<file path="config.mk">
export PLATFORM = sky130hd
export DESIGN_NAME = usb_tx_packet_serializer
export DESIGN_NICKNAME = d
export VERILOG_FILES = /design/src/rtl/usb_tx_packet_serializer.sv
export SDC_FILE = /design/constraint.sdc
export NUM_CORES = 1
export LEC_CHECK = 0
export CAP_MARGIN = 5
export CORE_ASPECT_RATIO = 1.2
export CORE_MARGIN = 2
export CORE_UTILIZATION = 45
export DETAILED_ROUTE_END_ITERATION = 16
export HOLD_SLACK_MARGIN = 0.02
export PLACE_DENSITY = 0.79
export SLEW_MARGIN = 10
export SYNTH_ARGS = -nofsm -noshare
export SYNTH_HDL_FRONTEND = slang
export SYNTH_SLANG_ARGS = --single-unit
</file>
<file path="constraint.sdc">
create_clock -name clk -period 3.81 [get_ports clk]
set_clock_uncertainty 0.1 [all_clocks]
set_input_delay 0.5715 -clock clk [delete_from_list [all_inputs] [get_ports clk]]
set_output_delay 0.5715 -clock clk [all_outputs]
set_load 0.02 [all_outputs]
</file>
<file path="src/rtl/usb_tx_packet_serializer.sv">
// USB TX packet serializer: PID, optional payload and inverted CRC16, sent LSB-first per byte.
// Bits are paced by the downstream tx_ready. Underrun or overlength aborts the packet.

module usb_crc16 (
    input  logic        clk,
    input  logic        rst,
    input  logic        data_valid_i,
    input  logic        data_i,
    output logic [15:0] crc_o
);
    logic [15:0] crc_q, crc_d;
    logic        fb;

    // Polynomial x^16+x^15+x^2+1, with the register shifting toward its MSB.
    always_comb begin
        fb    = crc_q[15] ^ data_i;
        crc_d = crc_q;
        if (data_valid_i) begin
            crc_d = {crc_q[14:0], 1'b0} ^ (fb ? 16'h8005 : 16'h0000);
        end
    end

    always_ff @(posedge clk or posedge rst) begin
        if (rst) crc_q <= 16'hFFFF;
        else     crc_q <= crc_d;
    end

    assign crc_o = crc_q;
endmodule

module usb_tx_packet_serializer #(
    parameter int MAX_BYTES = 1023
) (
    input  logic       clk,
    input  logic       rst,
    input  logic       start,
    input  logic [3:0] pid,
    input  logic       has_data,
    input  logic       has_crc,
    input  logic [7:0] in_data,
    input  logic       in_valid,
    input  logic       in_last,
    output logic       in_ready,
    output logic       tx_bit,
    output logic       tx_valid,
    input  logic       tx_ready,
    output logic       tx_eop,
    output logic       busy,
    output logic       abort,
    output logic [9:0] byte_count
);
    typedef enum logic [1:0] {S_IDLE, S_PID, S_DATA, S_CRC} state_t;

    localparam logic [10:0] MAX_W = 11'(MAX_BYTES);

    state_t      state_q, state_d;
    logic [7:0]  shift_q, shift_d;
    logic [3:0]  bit_idx_q, bit_idx_d;
    logic [9:0]  byte_count_q, byte_count_d;
    logic        has_data_q, has_data_d;
    logic        has_crc_q, has_crc_d;
    logic        last_q, last_d;
    logic        crc_init_q, crc_init_d;
    logic        accept, byte_done, fetch, over_limit;
    logic [15:0] crc_result;

    assign accept     = tx_valid & tx_ready;
    assign byte_done  = accept && (bit_idx_q[2:0] == 3'd7);
    assign over_limit = ({1'b0, byte_count_q} + 11'd1) > MAX_W;

    always_comb begin
        state_d      = state_q;
        shift_d      = shift_q;
        bit_idx_d    = bit_idx_q;
        byte_count_d = byte_count_q;
        has_data_d   = has_data_q;
        has_crc_d    = has_crc_q;
        last_d       = last_q;
        crc_init_d   = 1'b0;
        fetch        = 1'b0;
        in_ready     = 1'b0;
        tx_eop       = 1'b0;
        abort        = 1'b0;
        tx_valid     = (state_q != S_IDLE);
        tx_bit       = 1'b0;

        case (state_q)
            S_IDLE: begin
                if (start) begin
                    shift_d      = {~pid, pid};
                    has_data_d   = has_data;
                    has_crc_d    = has_crc;
                    last_d       = 1'b0;
                    byte_count_d = '0;
                    bit_idx_d    = '0;
                    crc_init_d   = 1'b1;
                    state_d      = S_PID;
                end
            end
            S_PID: begin
                tx_bit = shift_q[bit_idx_q[2:0]];
                if (accept) bit_idx_d = bit_idx_q + 4'd1;
                if (byte_done) begin
                    bit_idx_d = '0;
                    if (has_data_q) begin
                        fetch = 1'b1;
                    end else if (has_crc_q) begin
                        state_d = S_CRC;
                    end else begin
                        tx_eop  = 1'b1;
                        state_d = S_IDLE;
                    end
                end
            end
            S_DATA: begin
                tx_bit = shift_q[bit_idx_q[2:0]];
                if (accept) bit_idx_d = bit_idx_q + 4'd1;
                if (byte_done) begin
                    bit_idx_d = '0;
                    if (last_q) state_d = S_CRC;
                    else        fetch   = 1'b1;
                end
            end
            S_CRC: begin
                // CRC field goes out MSB of the register first, inverted.
                tx_bit = ~crc_result[4'd15 - bit_idx_q];
                if (accept) begin
                    bit_idx_d = bit_idx_q + 4'd1;
                    if (bit_idx_q == 4'd15) begin
                        tx_eop  = 1'b1;
                        state_d = S_IDLE;
                    end
                end
            end
            default: state_d = S_IDLE;
        endcase

        if (fetch) begin
            if (in_valid && !over_limit) begin
                in_ready     = 1'b1;
                shift_d      = in_data;
                last_d       = in_last;
                byte_count_d = byte_count_q + 10'd1;
                state_d      = S_DATA;
            end else begin
                abort   = 1'b1;
                state_d = S_IDLE;
            end
        end
    end

    always_ff @(posedge clk or posedge rst) begin
        if (rst) begin
            state_q      <= S_IDLE;
            shift_q      <= '0;
            bit_idx_q    <= '0;
            byte_count_q <= '0;
            has_data_q   <= 1'b0;
            has_crc_q    <= 1'b0;
            last_q       <= 1'b0;
            crc_init_q   <= 1'b0;
        end else begin
            state_q      <= state_d;
            shift_q      <= shift_d;
            bit_idx_q    <= bit_idx_d;
            byte_count_q <= byte_count_d;
            has_data_q   <= has_data_d;
            has_crc_q    <= has_crc_d;
            last_q       <= last_d;
            crc_init_q   <= crc_init_d;
        end
    end

    logic crc_rst;
    assign crc_rst = rst | crc_init_q;

    usb_crc16 u_crc (
        .clk          (clk),
        .rst          (crc_rst),
        .data_valid_i ((state_q == S_DATA) && accept),
        .data_i       (tx_bit),
        .crc_o        (crc_result)
    );

    assign busy       = (state_q != S_IDLE);
    assign byte_count = byte_count_q;
endmodule

</file>
# Word-level counts from Yosys, hierarchy flattened

Index checks and enable logic that the tools add are counted.

$add $sub $neg: 4
Multiplexer cells: 50
Reduce and logical (&&, ||, !) cells: 9
Equal/unequal tests: 13
Magnitude comparators: 3
Bitwise logic cells: 6

Operators with widths:

| cell                                                                               | count |
|---|---|
| 10-bit 2-to-1 mux                                                                  | 4 |
| 8-bit 2-to-1 mux                                                                   | 4 |
| 1-bit 2-to-1 mux                                                                   | 21 |
| 3-bit inequality test (second input constant)                                      | 7 |
| 2-bit 2-to-1 mux                                                                   | 10 |
| 16-bit 2-to-1 mux                                                                  | 1 |
| 16-bit XOR                                                                         | 1 |
| 4-bit 2-to-1 mux                                                                   | 3 |
| 4-bit one-hot mux with 3 select lines                                              | 1 |
| 10-bit by 1-bit adder with 11-bit output (second input constant)                   | 1 |
| 11-bit by 10-bit greater-than comparator with 1-bit output (second input constant) | 1 |
| 10-bit by 1-bit adder with 10-bit output (second input constant)                   | 1 |
| 2-bit one-hot mux with 4 select lines                                              | 1 |
| 7-bit AND reduction                                                                | 1 |
| 1-bit one-hot mux with 2 select lines                                              | 3 |
| 4-bit by 5-bit less-than comparator with 1-bit output (second input constant)      | 1 |
| 4-bit by 1-bit adder with 4-bit output (second input constant)                     | 1 |
| 1-bit binary-select mux with 4-bit select                                          | 1 |
| 2-bit equality test (second input constant)                                        | 2 |
| 4-bit equality test (second input constant)                                        | 1 |
| 3-bit by 4-bit less-than comparator with 1-bit output (second input constant)      | 1 |
| 4-bit inverter                                                                     | 1 |
| 4-bit subtractor (first input constant)                                            | 1 |
| 1-bit binary-select mux with 3-bit select                                          | 1 |
| 13 further kinds                                                                   | 15 |

Word-level logic and storage cells: 94
Output and inout bits: 16
Register bits after elaboration: 44
Bits of input ports: 20

# Depth between registers and ports, before layout

Word-level depth: 8
Mapped depth: 10

# Cells and area by module

From an unflattened synthesis, not the netlist that was laid out.

Cells, all modules: 242
Area, all modules: 2615.0 um^2

By module, submodules not included:

| module                   | area each (um^2) | instances | cells an instance |
|---|---|---|---|
| usb_tx_packet_serializer | 1969.4           | 1         | 202 |
| usb_crc16                | 645.6            | 1         | 40 |

# Worst setup path after synthesis

No wires, ideal clock.

Kind: register to output
Start point: register byte_count_q[0] (netlist: byte_count[0])
End point: output in_ready
Path slack: 1.054 ns
Data required time: 3.138 ns
Path buffers: 1
Data arrival time: 2.084 ns
Stages on the path, launching flop included: 8
Path through: dfrtp_1 > ha_1 > nand3_2 > or3_1 > a211o_1 > o21ai_4 > inv_2 > clkbuf_1

Cells in the longest elaborated chain, start to end: 6

RTL lines:

| what                                                       | RTL line | RTL |
|---|---|---|
| from (decl)                                                | 59       | `logic [9:0] byte_count_q, byte_count_d;` |
| from (signal assigned)                                     | 166      | `byte_count_q <= byte_count_d;` |
| 10-bit by 1-bit adder with 11-bit output                   | 69       | `assign over_limit = ({1'b0, byte_count_q} + 11'd1) > MAX_W;` |
| 11-bit by 10-bit greater-than comparator with 1-bit output | 69       |  |
| 1-bit zero test                                            | 139      | `if (in_valid && !over_limit) begin` |
| 1-bit logical AND                                          | 139      |  |
| 1-bit 2-to-1 mux                                           | 139      |  |
| 1-bit 2-to-1 mux                                           | 138      | `if (fetch) begin` |
| to (decl)                                                  | 43       | `output logic in_ready,` |

Every way passes these cells.

# Worst setup path in the final report

Start point: register bit_idx_q[0]
End point: output tx_bit

Cells in the longest elaborated chain, start to end: 5

RTL lines:

| what                                      | RTL line | RTL |
|---|---|---|
| from (decl)                               | 58       | `logic [3:0] bit_idx_q, bit_idx_d;` |
| from (signal assigned)                    | 165      | `bit_idx_q <= bit_idx_d;` |
| 4-bit subtractor                          | 126      | `tx_bit = ~crc_result[4'd15 - bit_idx_q];` |
| 1-bit binary-select mux with 4-bit select | 126      |  |
| 1-bit 2-to-1 mux (not written as such)    | 126      |  |
| 1-bit inverter                            | 126      |  |
| 1-bit one-hot mux with 2 select lines *   | 87       | `case (state_q)` |
| to (decl)                                 | 44       | `output logic tx_bit,` |

Mark *: on every way between the ends. The rest lies on a longest branch, timed or not. The select of a mux whose other input is x is not followed.

==> metrics.txt <==
largest net degree at the start of global routing=29; status=finished clean; TritonCTS buffer count=5; wirelength, routed=5190 um; Site Rows=29; measured slew at the worst slew-check pin=1.03 ns; final number of setup-violating endpoints=0; CTS tree=yes; depth of the CTS H-tree=2; syn nets=271; GRT Total Usage=18.7%; Seq/Total Area, Yosys=46.0%; Routed Antenna Nets=0; Top FF cell, synth=dfrtp_1; DR pass1 iterations=4; peak supply drop=289 uV; placed cell area=2840 um2; routed length per instance=15.2 um; yosys warns=0; hold crit path type=flip-flop to flip-flop; gp weighted congestion=0.838; layout cells sized above 1=18.6%; Period minus WS final=3.56 ns; Placed Cells=333; headroom to the max-slew limit=30.8%; # DRC=0; max-slew violations=0; Fmax=281 MHz; Area growth syn-to-layout=21.0%; Synth Cell Area=2440 um2; count of non-filler cells in the finished layout=341; worst stage delay on the critical path=0.61 ns; crit path max fanout=10; Final Hold Vio Count=0; worst setup margin=0.248 ns; fraction of registers with async set/reset=100%; Tcrit/Tclk final=93.5%; CP required=3.14 ns; clk root buf=clkbuf_8; CP Capture Type=output pin; Worst Path Arrival=2.89 ns; Clock Sinks=44; chip width=71.2 um; worst skew pair latency=0.30 ns; count of cell types in the netlist=42; sequential standard cell area=1120 um2; area of the multi-input gates=1240 um2; Starting DRT DRC Count=87; Syn Inst Count=243; Post-Place Setup Slack=0.577 ns; Final Util=56.1%; global route total overflow=0; Hold Slack=0.388 ns; vias per cell=5.64; Avg Inst Size Synth=10.0 um2; total setup buffers inserted after CTS=0; chip height=84.6 um; nets@finish=306; I/O Pins=36; port bufs=35; Post-CTS Hold Fix Bufs=0; crit path launch type=flip-flop; vias=1924; most frequent CP cell=nor2_1; EDFF count, synth=0; unrepaired setup endpoints after global routing=false; clock tree buffer depth=2; worst path cell trace=mux4_2 > mux2_2 > o32ai_2 > nor2_1 > nor2_1 > clkdlybuf4s50_1; vias in the first global route=1954; Pwr per Cell Area=603 nW/um2; fillcell total=458; die area=6020 um2; Leakage=1.28 nW; Initial Util=46.3%; first-pass GRT wire length=8920 um; clock slew at reported path FFs=0.09 ns; number of synthesized register bits=44; n_diodes=0; initial antenna violation count=0; setup_tns=0 ns; max-cap violations=0; post-route cell area=2950 um2; HPWL Detailed=3820 um; CP max-delay cell=dfrtp_1; Post-CTS Resized=0; Setup CP Type=flip-flop to output pin; core area=5260 um2; Design Power=1.78 mW
[layer usage]
metal  up-vias  GRT usage (%)  wire length (um)
met4         0           7.38                95
met3         7           3.60               188
met5         -              0                 0
li1        941              -                 -
met2        44           31.4              2620
met1       932           23.6              2290
[area by class of cell]
class,count,share of cell area [%]
multi-input cells,180,41.9
flip-flops and latches,44,38.0
repair buffers,37,12.4
clock buffers,6,3.18
well taps,62,2.63
inverters,10,1.27
clock inverters,2,0.594
[path summary, 6_finish.rpt]
kind | startpoint | end | slack, ns | cells after the start
worst max-delay path | bit_idx_q[0] | tx_bit | 0.25 | 6
worst min-delay path | u_crc.crc_o[0] | u_crc.crc_o[0] | 0.39 | 2
worst max register to register | bit_idx_q[0] | byte_count[9] | 1.17 | 10
worst min register to register | u_crc.crc_o[0] | u_crc.crc_o[0] | 0.39 | 2
max in group asynchronous | rst | bit_idx_q[3] | 2.46 | 2
min in group asynchronous | rst | crc_init_q | 0.67 | 2
[worst max-delay path: cells and delay by family, from the launching register on]
family | cells | cell delay (ns)
AND/OR/NAND/NOR | 2 | 0.26
buffers and inverters | 1 | 0.61
flip-flops | 1 | 0.61
AO/OA/AOI/OAI | 1 | 0.27
multiplexers | 2 | 0.85
[cell families after synthesis]
group,Yosys count,synth area share (%)
AND/OR/NAND/NOR,96,18.7
AO/OA/AOI/OAI,48,13.5
flip-flops,44,46.0
multiplexers,21,11.9
buffers and inverters,19,3.34
adder cells (fa/ha/maj),8,4.11
XOR/XNOR,7,2.52
[registers in the layout, indices dropped and copies added (netlist names)]
signal / flops
has_data_q: 1
last_q: 1
bit_idx_q: 4
has_crc_q: 1
u_crc.crc_o: 16
state_q: 2
shift_q: 8
crc_init_q: 1
byte_count: 10
[cell usage after synthesis, drive strengths merged, types with 6 or more instances]
| library cell | number | share of area (%) |
|---|---|---|
| nor3 | 7 | 1.4 |
| dfstp | 16 | 17 |
| o21ai | 22 | 5.0 |
| a211o | 7 | 2.5 |
| mux2 | 14 | 6.5 |
| nand2 | 39 | 6.0 |
| a31oi | 6 | 1.5 |
| dfrtp | 28 | 29 |
| ha | 8 | 4.1 |
| nand3 | 10 | 2.3 |
| inv | 10 | 1.5 |
| nor2 | 19 | 3.0 |
[cell usage in the layout (no fill, tap or decap), types with 3 or more instances in the layout]
cell type and instances:
o21ai_0 21, dfrtp_1 28, nand3_1 9, mux4_2 5, mux2_2 14, ha_1 8
inv_1 8, and3_1 5, nor2_1 17, dfstp_2 16, clkdlybuf4s50_1 35, xor2_1 5
a21oi_1 3, clkbuf_8 5, a211o_1 7, nor3b_1 3, a31oi_1 6, nand2_1 39
nor3_1 7
[report_power, final]
part | internal [mW] | total (mW) | switching (mW)
clock | 0.171 | 0.339 | 0.168
sequential | 0.633 | 0.756 | 0.124
combinational | 0.328 | 0.684 | 0.356
total | 1.13 | 1.78 | 0.648
No activity file was read; power rests on OpenSTA's default activity.
